--- src/rtl/unary_mac_scheduler.sv ---
// unary_mac_scheduler: round-robin front end for one shared unary/binary MAC.
// One request is in flight at a time. It is accepted in IDLE, issued for a
// single cycle, then waited on under a watchdog. The result (or a timeout
// error) is held in RESP until the downstream side takes it.
module unary_mac_scheduler #(
    parameter int unsigned SIZE    = 3,
    parameter int unsigned NREQ    = 4,
    parameter int unsigned TIMEOUT = (1 << SIZE) + 4
) (
    input  logic                    clk,
    input  logic                    reset_n,
    input  logic [NREQ-1:0]         req_valid,
    input  logic [NREQ*SIZE-1:0]    req_a,
    input  logic [NREQ*SIZE-1:0]    req_b,
    input  logic [NREQ*SIZE-1:0]    req_c,
    output logic [NREQ-1:0]         req_accept,
    output logic                    mac_valid,
    output logic [SIZE-1:0]         mac_a,
    output logic [SIZE-1:0]         mac_b,
    output logic [SIZE-1:0]         mac_c,
    input  logic                    mac_ready,
    input  logic [2*SIZE-1:0]       mac_out,
    output logic                    rsp_valid,
    output logic [$clog2(NREQ)-1:0] rsp_id,
    output logic [2*SIZE-1:0]       rsp_out,
    output logic                    rsp_err,
    input  logic                    rsp_ready,
    output logic                    busy
);

    localparam int unsigned IDW = $clog2(NREQ);
    // Wide enough to hold TIMEOUT itself, the largest value the watchdog compares against.
    localparam int unsigned WDW = $clog2(TIMEOUT + 2);
    localparam logic [WDW-1:0] TimeoutCnt = WDW'(TIMEOUT);
    localparam logic [IDW-1:0] LastId     = IDW'(NREQ - 1);

    typedef enum logic [1:0] {StIdle, StIssue, StWait, StResp} state_e;

    state_e            state_q, state_d;
    logic [IDW-1:0]    ptr_q, ptr_d;
    logic [IDW-1:0]    id_q, id_d;
    logic [SIZE-1:0]   a_q, a_d;
    logic [SIZE-1:0]   b_q, b_d;
    logic [SIZE-1:0]   c_q, c_d;
    logic [WDW-1:0]    wdog_q, wdog_d;
    logic [2*SIZE-1:0] rsp_out_q, rsp_out_d;
    logic              rsp_err_q, rsp_err_d;

    logic              grant_found;
    logic [IDW-1:0]    grant_idx;
    logic [IDW-1:0]    cand;
    logic [WDW-1:0]    wdog_inc;

    // Round-robin pick: first asserted requester at or after ptr_q, wrapping.
    always_comb begin
        grant_found = 1'b0;
        grant_idx   = '0;
        cand        = '0;
        for (int unsigned k = 0; k < NREQ; k++) begin
            cand = IDW'((32'(ptr_q) + k) % NREQ);
            if (!grant_found && req_valid[cand]) begin
                grant_found = 1'b1;
                grant_idx   = cand;
            end
        end
    end

    // State and datapath registers; reset discards any in-flight request.
    always_ff @(posedge clk or negedge reset_n) begin
        if (!reset_n) begin
            state_q   <= StIdle;
            ptr_q     <= '0;
            id_q      <= '0;
            a_q       <= '0;
            b_q       <= '0;
            c_q       <= '0;
            wdog_q    <= '0;
            rsp_out_q <= '0;
            rsp_err_q <= 1'b0;
        end else begin
            state_q   <= state_d;
            ptr_q     <= ptr_d;
            id_q      <= id_d;
            a_q       <= a_d;
            b_q       <= b_d;
            c_q       <= c_d;
            wdog_q    <= wdog_d;
            rsp_out_q <= rsp_out_d;
            rsp_err_q <= rsp_err_d;
        end
    end

    assign wdog_inc = wdog_q + 1'b1;

    // Next-state and datapath updates.
    always_comb begin
        state_d   = state_q;
        ptr_d     = ptr_q;
        id_d      = id_q;
        a_d       = a_q;
        b_d       = b_q;
        c_d       = c_q;
        wdog_d    = wdog_q;
        rsp_out_d = rsp_out_q;
        rsp_err_d = rsp_err_q;
        unique case (state_q)
            StIdle: begin
                if (grant_found) begin
                    a_d     = req_a[grant_idx*SIZE +: SIZE];
                    b_d     = req_b[grant_idx*SIZE +: SIZE];
                    c_d     = req_c[grant_idx*SIZE +: SIZE];
                    id_d    = grant_idx;
                    state_d = StIssue;
                end
            end
            StIssue: begin
                // mac_ready is deliberately not looked at here; it may be stale.
                wdog_d  = '0;
                state_d = StWait;
            end
            StWait: begin
                // A completing MAC beats a watchdog expiring in the same cycle.
                if (mac_ready) begin
                    rsp_out_d = mac_out;
                    rsp_err_d = 1'b0;
                    state_d   = StResp;
                end else if (wdog_inc >= TimeoutCnt) begin
                    rsp_out_d = '0;
                    rsp_err_d = 1'b1;
                    state_d   = StResp;
                end else begin
                    wdog_d = wdog_inc;
                end
            end
            StResp: begin
                if (rsp_ready) begin
                    ptr_d   = (id_q == LastId) ? '0 : id_q + 1'b1;
                    state_d = StIdle;
                end
            end
            default: state_d = StIdle;
        endcase
    end

    // Outputs; the accept pulse is also gated by reset since it is combinational.
    always_comb begin
        req_accept = '0;
        if (reset_n && (state_q == StIdle) && grant_found) begin
            req_accept[grant_idx] = 1'b1;
        end
        mac_valid = (state_q == StIssue);
        mac_a     = a_q;
        mac_b     = b_q;
        mac_c     = c_q;
        rsp_valid = (state_q == StResp);
        rsp_id    = id_q;
        rsp_out   = rsp_out_q;
        rsp_err   = rsp_err_q;
        busy      = (state_q != StIdle);
    end

endmodule

--- config.mk ---
export PLATFORM = sky130hd
export DESIGN_NAME = unary_mac_scheduler
export DESIGN_NICKNAME = d
export VERILOG_FILES = /design/src/rtl/unary_mac_scheduler.sv
export SDC_FILE = /design/constraint.sdc
export NUM_CORES = 1
export LEC_CHECK = 0
export ABC_AREA = 1
export CELL_PAD_IN_SITES_DETAIL_PLACEMENT = 1
export CELL_PAD_IN_SITES_GLOBAL_PLACEMENT = 1
export CORE_UTILIZATION = 31
export DETAILED_ROUTE_END_ITERATION = 10
export PLACE_DENSITY = 0.86
export SYNTH_ARGS = -nofsm -noshare
export SYNTH_HDL_FRONTEND = slang
export SYNTH_SLANG_ARGS = --single-unit
--- constraint.sdc ---
create_clock -name clk -period 2.7 [get_ports clk]
set_clock_uncertainty 0.05 [all_clocks]
set_input_delay 0.27 -clock clk [delete_from_list [all_inputs] [get_ports clk]]
set_output_delay 0.27 -clock clk [all_outputs]
set_load 0.005 [all_outputs]
# Word-level counts from Yosys, hierarchy flattened
# Index checks and enable logic that the tools add are counted.
dict set report word_totals {
  register_bits 26
  input_bits 50
  elab_cells 84
  output_inout_bits 25
}
dict set report classes {
  order_cmp 7
  shifts 3
  multipliers 1
  addsub 5
  muxes 32
  n_eq_ne 9
  reduce_logical 18
}
# cell count
set op_table {}
lappend op_table {{$shiftx 12x5->3} 3}
lappend op_table {{$mux 2} 9}
lappend op_table {{$lt 2x3->1 const B} 5}
lappend op_table {{$mux 4} 3}
lappend op_table {{$mux 6} 2}
lappend op_table {{$mux 1} 11}
lappend op_table {{$bmux 1 s2} 4}
lappend op_table {{$pmux 2 s4} 1}
lappend op_table {{$pmux 4 s2} 1}
lappend op_table {{$eq 2x2->1 const B} 3}
lappend op_table {{$logic_and 1x1->1} 6}
lappend op_table {{$ne 2x2->1 const B} 3}
lappend op_table {{$reduce_and 2->1} 3}
lappend op_table {{$reduce_and 3->1} 2}
lappend op_table {{$reduce_bool 2->1} 3}
lappend op_table {{$add 2x1->2 const B} 2}
lappend op_table {{$add 2x2->2 const B} 2}
lappend op_table {{$add 4x1->4 const B} 1}
lappend op_table {{$ge 4x4->1 const B} 1}
lappend op_table {{$mul 2x2->4 const B} 1}
lappend op_table {{$logic_not 1->1} 3}
lappend op_table {{$ne 3x3->1 const B} 1}
lappend op_table {{$demux 1 s2} 1}
lappend op_table {{$eq 2x1->1 const B} 1}
lappend op_table {{3 further kinds} 3}

# Depth between registers and ports, before layout
# Gate-level depths: netlist of the first run.
dict set report logic_depth {
  word_depth 17
  mapped_depth 16
}

# Worst setup path before layout of the first run
# OpenSTA, ideal clock, no wires.
dict set report synth_timing {
  path_kind {reg2out}
  startpoint {reg ptr_q[0]}
  endpoint {out req_accept[0]}
  path_stages_with_launch 12
  t_required_ns 2.380
  t_arrival_ns 1.544
  setup_slack_ns 0.836
  cell_sequence {dfrtp_1 buf_6 nand2_1 nand3_2 nand2_2 nor2_1 a21boi_0 nand2_1 nor2_2 inv_1 buf_6 nor3_1}
}
dict set report synth_via {
  elab_chain_cells 17
  word_cells_on_any_way 32
  classes_between {add/sub (3); order compare (2); mux (19); reduce/logical (8)}
}
# item line
set synth_rtl {}
lappend synth_rtl {{start, declared} 40} ;# logic [IDW-1:0] ptr_q, ptr_d;
lappend synth_rtl {{start signal, assigned} 82} ;# ptr_q <= ptr_d;
lappend synth_rtl {{branches (longest 16 deep; another with $lt 2x3->1)} --}
lappend synth_rtl {{$mux 4 (*)} 148} ;# if (reset_n && (state_q == StIdle) && grant_found) begin
lappend synth_rtl {{end, declared} 16} ;# output logic [NREQ-1:0] req_accept,
# Every way passes the cells marked *. The select of a mux whose other input is x is not followed.

# Worst setup path in the final report of the first run
dict set report layout_timing {
  startpoint {reg ptr_q[0]}
  endpoint {out req_accept[1]}
}
# The elaborated chain is that of the path after synthesis.

==> report_table.html, run 1 <==
<table>
<tr><th>Metric</th><th>Value</th></tr>
<tr><th colspan="2">Hold path</th></tr>
<tr><td>Path category of the worst min-delay check</td><td>in -&gt; async</td></tr>
<tr><th colspan="2">Detailed routing</th></tr>
<tr><td>Antenna Violating Nets Remaining</td><td>0</td></tr>
<tr><td>Drt total wl</td><td>5550 um</td></tr>
<tr><td>Vias per Instance</td><td>4.70</td></tr>
<tr><td>WL/cell</td><td>13.1 um</td></tr>
<tr><td>Post-detailed-route DRC marker count</td><td>0</td></tr>
<tr><td>Via count</td><td>1987</td></tr>
<tr><td>DR iter-0 viols</td><td>37</td></tr>
<tr><td>Drt first pass iters</td><td>4</td></tr>
<tr><th colspan="2">Worst setup path</th></tr>
<tr><td>Delay of the slowest critical-path stage</td><td>0.46 ns</td></tr>
<tr><td>End of the worst register-to-register path</td><td>mac_b[1]</td></tr>
<tr><td>Most prevalent standard cell on the critical path</td><td>sky130_fd_sc_hd__nand2_1</td></tr>
<tr><td>FF-to-FF path depth</td><td>15</td></tr>
<tr><td>RR Startpoint</td><td>ptr_q[0]</td></tr>
<tr><td>Endpoint type of the worst setup path</td><td>primary output</td></tr>
<tr><td>Data required time of the worst path</td><td>2.38 ns</td></tr>
<tr><td>Cell-by-cell listing of the critical path</td><td>buf_4 -&gt; nand2_1 -&gt; nand2_1 -&gt; o21ai_1 -&gt; nand3b_1 -&gt; nand2_1 -&gt; inv_2 -&gt; nand2_1 -&gt; nor3_1 -&gt; dlygate4sd2_1</td></tr>
<tr><td>Worst Path Class, Setup</td><td>reg -&gt; out</td></tr>
<tr><td>Highest-delay cell along the critical path</td><td>sky130_fd_sc_hd__dfrtp_2</td></tr>
<tr><td>Flop-to-flop setup slack</td><td>0.61 ns</td></tr>
<tr><td>Arr. time, crit path</td><td>2.12 ns</td></tr>
<tr><td>Type of origin of the critical path</td><td>flip-flop</td></tr>
<tr><td>Largest fanout of any net on the critical path</td><td>6</td></tr>
<tr><th colspan="2">Logic synthesis</th></tr>
<tr><td>Leading cell types by total area after synthesis</td><td>sky130_fd_sc_hd__dfrtp_1, sky130_fd_sc_hd__nand2_1, sky130_fd_sc_hd__nand3_1</td></tr>
<tr><td>Synthesized instance count</td><td>268</td></tr>
<tr><td>Average instance area after synthesis</td><td>6.75 um^2</td></tr>
<tr><td>Top cell type by total area after synthesis</td><td>sky130_fd_sc_hd__dfrtp_1</td></tr>
<tr><td>Share of the synthesized area in the top cell type</td><td>0.360</td></tr>
<tr><td>Synthesized flop and latch total</td><td>26</td></tr>
<tr><td>Sequential element share of the synthesized area</td><td>0.360</td></tr>
<tr><td>Synthesized area</td><td>1810 um^2</td></tr>
<tr><td>Yosys cell types</td><td>25</td></tr>
<tr><td>Net Count, Synth</td><td>325</td></tr>
<tr><td>Warnings, synthesis</td><td>0</td></tr>
<tr><th colspan="2">Power and ir drop</th></tr>
<tr><td>VDD IR-drop max</td><td>0.502 mV</td></tr>
<tr><td>Leakage power of the design</td><td>1.42 nW</td></tr>
<tr><td>Power per Cell Area</td><td>1190 nW/um^2</td></tr>
<tr><th colspan="2">Clocking</th></tr>
<tr><td>CTS sink cnt</td><td>26</td></tr>
<tr><td>Number of hold buffers added after CTS</td><td>0</td></tr>
<tr><td>Worst-path clk slew</td><td>0.09 ns</td></tr>
<tr><td>Worst skew pair latency</td><td>0.26 ns</td></tr>
<tr><td>Number of buffers created by CTS</td><td>3</td></tr>
<tr><td>Clock tree from TritonCTS</td><td>built</td></tr>
<tr><td>Maximum number of buffers from clock root to sink</td><td>2</td></tr>
<tr><td>Clock tree root driver cell</td><td>sky130_fd_sc_hd__clkbuf_8</td></tr>
<tr><td>H-Tree Depth</td><td>1</td></tr>
<tr><th colspan="2">Placed design</th></tr>
<tr><td>Detailed placement HPWL</td><td>4550 um</td></tr>
<tr><td>Placement-stage cell area</td><td>2660 um^2</td></tr>
<tr><td>Post-place setup slack</td><td>0.0543 ns</td></tr>
<tr><td>Routability cong.</td><td>0.819</td></tr>
<tr><td>Number of buffers added on ports</td><td>74</td></tr>
<tr><th colspan="2">STA</th></tr>
<tr><td>Worst slew margin relative to its limit</td><td>0.777</td></tr>
<tr><td>Max-slew violation count</td><td>0</td></tr>
<tr><td>Final worst slack</td><td>0.259 ns</td></tr>
<tr><td>Post-layout min period</td><td>2.44 ns</td></tr>
<tr><td>Setup total negative slack</td><td>0 ns</td></tr>
<tr><td>Final cycle utilization of the critical path</td><td>0.904</td></tr>
<tr><td>Worst slew pin tran</td><td>0.334 ns</td></tr>
<tr><td>FMAX</td><td>410 MHz</td></tr>
<tr><td>Unrepaired setup endpoints after global routing</td><td>false</td></tr>
<tr><td>Final setup fails</td><td>0</td></tr>
<tr><td>Hold Violations, Final</td><td>0</td></tr>
<tr><th colspan="2">Cells and area</th></tr>
<tr><td>Layout cells sized above 1</td><td>0.0940</td></tr>
<tr><td>Post-Layout Inst Area</td><td>2750 um^2</td></tr>
<tr><td>Fill cell total of the finished layout</td><td>743</td></tr>
<tr><td>Commonest non-fill, non-tap cells in the layout</td><td>sky130_fd_sc_hd__nand2_1, sky130_fd_sc_hd__clkdlybuf4s50_1, sky130_fd_sc_hd__dfrtp_1, sky130_fd_sc_hd__nand3_1, sky130_fd_sc_hd__inv_1</td></tr>
<tr><td>P&amp;R area growth vs syn</td><td>51.7%</td></tr>
<tr><td>Final layout net count</td><td>409</td></tr>
<tr><td>Number of antenna cells inserted</td><td>0</td></tr>
<tr><td>Leading cell type in the layout, fill and taps excluded</td><td>sky130_fd_sc_hd__nand2_1</td></tr>
<tr><th colspan="2">Die</th></tr>
<tr><td>Total Die Area</td><td>6150 um^2</td></tr>
<tr><td>Die X</td><td>78.4 um</td></tr>
<tr><td>Die outline height</td><td>78.4 um</td></tr>
<tr><td>Initial standard-cell utilization of the core</td><td>0.325</td></tr>
<tr><td>Number of core rows</td><td>27</td></tr>
<tr><td>Placeable core area</td><td>5570 um^2</td></tr>
<tr><td>Top-level port count</td><td>75</td></tr>
<tr><th colspan="2">Global routing</th></tr>
<tr><td>Wire length of the first global-routing pass</td><td>9200 um</td></tr>
<tr><td>Total congestion overflow</td><td>0</td></tr>
<tr><td>Maximum number of pins on one net before global-route repair</td><td>27</td></tr>
<tr><td>Total routing resource utilization after global routing</td><td>0.183</td></tr>
<tr><td>Vias in the first global route</td><td>2019</td></tr>
<tr><td>Antenna violations before repair</td><td>0</td></tr>
<tr><th colspan="2">Job</th></tr>
<tr><td>Max cap viols</td><td>0</td></tr>
<tr><th colspan="2">Run status</th></tr>
<tr><td>Result of the run</td><td>complete, no violations</td></tr>
</table>
-- cells by family after synthesis --
logic type / synth area share
DFF: 0.360
buffers and inverters: 0.0851
adders and majority gates: 0.0484
xor gates and xnor gates: 0.00968
and+or+nand+nor: 0.423
AOI/OAI and AO/OA: 0.0747
-- how the worst max path moves through the flow --
stage | slack (ns) | to | cells after the start | start
floorplan | 0.84 | req_accept[0] | 11 | ptr_q[0]
global placement | 0.14 | req_accept[3] | 12 | req_valid[1]
detailed placement | 0.05 | req_accept[1] | 11 | req_valid[1]
CTS | 0.24 | req_accept[3] | 12 | ptr_q[0]
global route | 0.04 | req_accept[2] | 12 | ptr_q[0]
finish | 0.26 | req_accept[1] | 10 | ptr_q[0]
-- registers in the layout (all words and copies together), names as in the netlist --
register and flops:
rsp_out 6, rsp_id 2, ptr_q 2, wdog_q 4, mac_c 3, state_q 2
mac_a 3, mac_b 3, rsp_err 1
-- power by group --
| group | leakage, nW | internal (mW) | switching (mW) |
|---|---|---|---|
| logic | 1.05 | 0.974 | 1.32 |
| clock network | 0.0357 | 0.198 | 0.117 |
| registers | 0.329 | 0.553 | 0.117 |
-- Yosys cell counts (all sizes together) --
library cell,instances
nand2,140
dfrtp,26
nand3,26
inv,23
nor2,9
buf,8
o21ai,8
ha,7
a22o,6
nor3,4
a21oi,3
nand3b,2
o22ai,2
a21boi,1
o31ai,1
xnor2,1
xor2,1
-- worst max-delay path, delay by kind of cell (launching register included) --
family / cells / cell delay (ns)
AO/OA/AOI/OAI: 1 / 0.18
flip-flops: 1 / 0.46
AND/OR/NAND/NOR: 6 / 0.69
buffers and inverters: 3 / 0.50
-- through the flow --
step	power (mW)	utilization	instances	hold slack, ns
2_1_floorplan	2.14	-	268	-0.0756
3_3_place_gp	2.88	0.476	417	0.412
3_5_place_dp	2.97	0.476	417	0.419
4_1_cts	3.33	0.492	423	0.382
5_1_grt	3.63	0.492	423	0.432
6_report	3.28	0.492	423	0.368
-- layer usage --
metal | GRT usage | up-vias | share of wire
met5 | 0 | - | 0
met4 | 0.0111 | 0 | 0
met3 | 0.0256 | 0 | 0.049
met2 | 0.347 | 49 | 0.49
met1 | 0.228 | 928 | 0.46
li1 | - | 1010 | -
-- area by class of cell --
class | count | area, um^2 | area share
clock buffers | 3 | 41.3 | 0.0150
clock inverters | 1 | 30.0 | 0.0109
inverters | 23 | 88.8 | 0.0324
multi-input cells | 211 | 1010 | 0.368
flip-flops and latches | 26 | 652 | 0.237
well taps | 72 | 90.1 | 0.0328
repair buffers | 87 | 833 | 0.304
-- repair_timing --
action / in CTS / in global routing
setup buffers: 2 / 0
resized for setup: 8 / 0
endpoints found under the hold margin: 0 / 0
endpoints found under the setup margin: 4 / 0
(Power assumes the default switching activity.)
==> run 2: changes to the inputs <==
ABC_CLOCK_PERIOD_IN_PS = 2700   (was unset)
SETUP_SLACK_MARGIN = 0.15   (was unset)
==> report_table.html, run 2 (synthesized netlist as in run 1, its figures left out) <==
<table>
<tr><th>Metric</th><th>Value</th></tr>
<tr><th colspan="2">Clocking</th></tr>
<tr><td>Number of hold buffers added after CTS</td><td>0</td></tr>
<tr><td>CTS sink cnt</td><td>26</td></tr>
<tr><td>Clock tree root driver cell</td><td>sky130_fd_sc_hd__clkbuf_8</td></tr>
<tr><td>Number of buffers created by CTS</td><td>3</td></tr>
<tr><td>Worst-path clk slew</td><td>0.09 ns</td></tr>
<tr><td>Worst skew pair latency</td><td>0.26 ns</td></tr>
<tr><td>Clock tree from TritonCTS</td><td>built</td></tr>
<tr><td>Maximum number of buffers from clock root to sink</td><td>2</td></tr>
<tr><td>H-Tree Depth</td><td>1</td></tr>
<tr><th colspan="2">STA</th></tr>
<tr><td>Final setup fails</td><td>0</td></tr>
<tr><td>Worst slew margin relative to its limit</td><td>0.777</td></tr>
<tr><td>Final cycle utilization of the critical path</td><td>0.937</td></tr>
<tr><td>Max-slew violation count</td><td>0</td></tr>
<tr><td>Worst slew pin tran</td><td>0.335 ns</td></tr>
<tr><td>FMAX</td><td>395 MHz</td></tr>
<tr><td>Hold Slack</td><td>0.395 ns</td></tr>
<tr><td>Post-layout min period</td><td>2.53 ns</td></tr>
<tr><td>Setup total negative slack</td><td>0 ns</td></tr>
<tr><td>Hold Violations, Final</td><td>0</td></tr>
<tr><td>Unrepaired setup endpoints after global routing</td><td>false</td></tr>
<tr><th colspan="2">Worst setup path</th></tr>
<tr><td>RR Startpoint</td><td>ptr_q[0]</td></tr>
<tr><td>Setup crit start</td><td>req_valid[2]</td></tr>
<tr><td>Endpoint type of the worst setup path</td><td>primary output</td></tr>
<tr><td>Arr. time, crit path</td><td>2.21 ns</td></tr>
<tr><td>Worst Path Class, Setup</td><td>in -&gt; out</td></tr>
<tr><td>Largest fanout of any net on the critical path</td><td>4</td></tr>
<tr><td>Data required time of the worst path</td><td>2.38 ns</td></tr>
<tr><td>Termination of the worst setup path</td><td>req_accept[0]</td></tr>
<tr><td>Flop-to-flop setup slack</td><td>0.61 ns</td></tr>
<tr><td>FF-to-FF path depth</td><td>15</td></tr>
<tr><td>Delay of the slowest critical-path stage</td><td>0.52 ns</td></tr>
<tr><td>Type of origin of the critical path</td><td>input pin</td></tr>
<tr><td>Cell-by-cell listing of the critical path</td><td>clkdlybuf4s50_1 -&gt; inv_1 -&gt; nand2_1 -&gt; nand3_2 -&gt; nand2_2 -&gt; nor2_2 -&gt; nand3b_1 -&gt; nand2_1 -&gt; inv_2 -&gt; nand2_2 -&gt; nor3_1 -&gt; dlygate4sd2_1</td></tr>
<tr><td>Highest-delay cell along the critical path</td><td>sky130_fd_sc_hd__clkdlybuf4s50_1</td></tr>
<tr><td>End of the worst register-to-register path</td><td>mac_c[0]</td></tr>
<tr><th colspan="2">Global routing</th></tr>
<tr><td>Antenna violations before repair</td><td>0</td></tr>
<tr><td>Total routing resource utilization after global routing</td><td>0.183</td></tr>
<tr><td>Vias in the first global route</td><td>2019</td></tr>
<tr><td>Wire length of the first global-routing pass</td><td>9200 um</td></tr>
<tr><td>Maximum number of pins on one net before global-route repair</td><td>27</td></tr>
<tr><td>Total congestion overflow</td><td>0</td></tr>
<tr><th colspan="2">Run status</th></tr>
<tr><td>Result of the run</td><td>complete, no violations</td></tr>
<tr><th colspan="2">Detailed routing</th></tr>
<tr><td>Post-detailed-route DRC marker count</td><td>0</td></tr>
<tr><td>DR iter-0 viols</td><td>80</td></tr>
<tr><td>Via count</td><td>1989</td></tr>
<tr><td>Drt total wl</td><td>5680 um</td></tr>
<tr><td>Antenna Violating Nets Remaining</td><td>0</td></tr>
<tr><td>WL/cell</td><td>13.4 um</td></tr>
<tr><td>Vias per Instance</td><td>4.69</td></tr>
<tr><td>Drt first pass iters</td><td>4</td></tr>
<tr><th colspan="2">Die</th></tr>
<tr><td>Die X</td><td>78.4 um</td></tr>
<tr><td>Total Die Area</td><td>6150 um^2</td></tr>
<tr><td>Number of core rows</td><td>27</td></tr>
<tr><td>Top-level port count</td><td>75</td></tr>
<tr><td>Initial standard-cell utilization of the core</td><td>0.325</td></tr>
<tr><td>Die outline height</td><td>78.4 um</td></tr>
<tr><td>Placeable core area</td><td>5570 um^2</td></tr>
<tr><th colspan="2">Power and ir drop</th></tr>
<tr><td>Power per Cell Area</td><td>1200 nW/um^2</td></tr>
<tr><td>Power share of the sequential group</td><td>0.200</td></tr>
<tr><td>Int Pwr</td><td>1.75 mW</td></tr>
<tr><td>Fraction of power spent switching nets</td><td>0.478</td></tr>
<tr><td>Fraction of power consumed by the clock network</td><td>0.094</td></tr>
<tr><td>Combinational cell fraction of total power</td><td>0.706</td></tr>
<tr><td>Leakage power of the design</td><td>1.43 nW</td></tr>
<tr><td>Switching Power</td><td>1.60 mW</td></tr>
<tr><td>VDD IR-drop max</td><td>0.502 mV</td></tr>
<tr><th colspan="2">Placed design</th></tr>
<tr><td>Detailed placement HPWL</td><td>4550 um</td></tr>
<tr><td>Placement-stage cell area</td><td>2660 um^2</td></tr>
<tr><td>Number of buffers added on ports</td><td>74</td></tr>
<tr><td>Routability cong.</td><td>0.819</td></tr>
<tr><th colspan="2">Cells and area</th></tr>
<tr><td>Commonest non-fill, non-tap cells in the layout</td><td>sky130_fd_sc_hd__nand2_1, sky130_fd_sc_hd__clkdlybuf4s50_1, sky130_fd_sc_hd__dfrtp_1, sky130_fd_sc_hd__nand3_1, sky130_fd_sc_hd__inv_1</td></tr>
<tr><td>Final layout net count</td><td>410</td></tr>
<tr><td>Leading cell type in the layout, fill and taps excluded</td><td>sky130_fd_sc_hd__nand2_1</td></tr>
<tr><td>Fill cell total of the finished layout</td><td>736</td></tr>
<tr><td>Number of antenna cells inserted</td><td>0</td></tr>
<tr><td>Layout cells sized above 1</td><td>0.122</td></tr>
<tr><td>Max reg flops</td><td>6</td></tr>
<tr><td>P&amp;R area growth vs syn</td><td>53.9%</td></tr>
<tr><td>Post-Layout Inst Area</td><td>2790 um^2</td></tr>
<tr><th colspan="2">Hold path</th></tr>
<tr><td>Path category of the worst min-delay check</td><td>in -&gt; async</td></tr>
<tr><th colspan="2">Job</th></tr>
<tr><td>Max cap viols</td><td>0</td></tr>
</table>
[run 2: changes by cell type in the layout (fill, tap and decap cells not counted), sizes merged]
cell / previous run / this run
buf: 13 / 14
[run 2: how the worst min path moves through the flow]
| stage | to | slack (ns) | cells past startpoint |
|---|---|---|---|
| 4_1_cts | rsp_out[1] | 0.38 | 2 |
| 5_1_grt | rsp_out[4] | 0.45 | 2 |
| 3_5_place_dp | mac_a[2] | 0.42 | 2 |
| 2_1_floorplan | mac_a[0] | -0.08 | 0 |
| 6_report | mac_b[0] | 0.39 | 2 |
| 3_3_place_gp | mac_b[1] | 0.41 | 2 |
[run 2: routing by layer]
| metal | part of all wire | GRT usage |
|---|---|---|
| met5 | 0 | 0 |
| met4 | 0 | 0.0111 |
| met3 | 0.046 | 0.0256 |
| met2 | 0.50 | 0.347 |
| met1 | 0.45 | 0.228 |
[run 2: critical path: cells and delay by family]
| family | cells | cell delay, ns |
|---|---|---|
| buffers and inverters | 4 | 0.95 |
| AND/OR/NAND/NOR | 8 | 0.99 |
[run 2: final cells by class]
class	instances	area [um^2]	area share
well taps	72	90.1	0.0323
inverters	23	88.8	0.0319
multi-input cells	211	1040	0.373
flip-flops and latches	26	652	0.234
clock inverters	1	30.0	0.0108
clock buffers	3	41.3	0.0148
repair buffers	88	845	0.303
[run 2: what timing repair did]
item / in CTS / in global routing
buffers inserted: 2 / 1
endpoints found under the hold margin: 0 / 0
resized for setup: 8 / 10
setup endpoints to repair: 4 / 4
[run 2: power groups by stage]
stage | Combinational, mW | Sequential (mW) | Clock (mW)
2_1_floorplan | 1.48 | 0.661 | 0
3_3_place_gp | 2.21 | 0.670 | 0
4_1_cts | 2.33 | 0.670 | 0.325
3_5_place_dp | 2.30 | 0.675 | 0
5_1_grt | 2.67 | 0.691 | 0.342
6_report | 2.37 | 0.671 | 0.315
[run 2: through the flow]
stage               cells  setup WS [ns]  utilization  power, mW
finish                424          0.169        0.500       3.35
CTS                   423          0.237        0.492       3.33
floorplan             268          0.836            -       2.14
detailed placement    417         0.0543        0.476       2.97
global route          424         0.0469        0.500       3.70
global placement      417          0.144        0.476       2.88
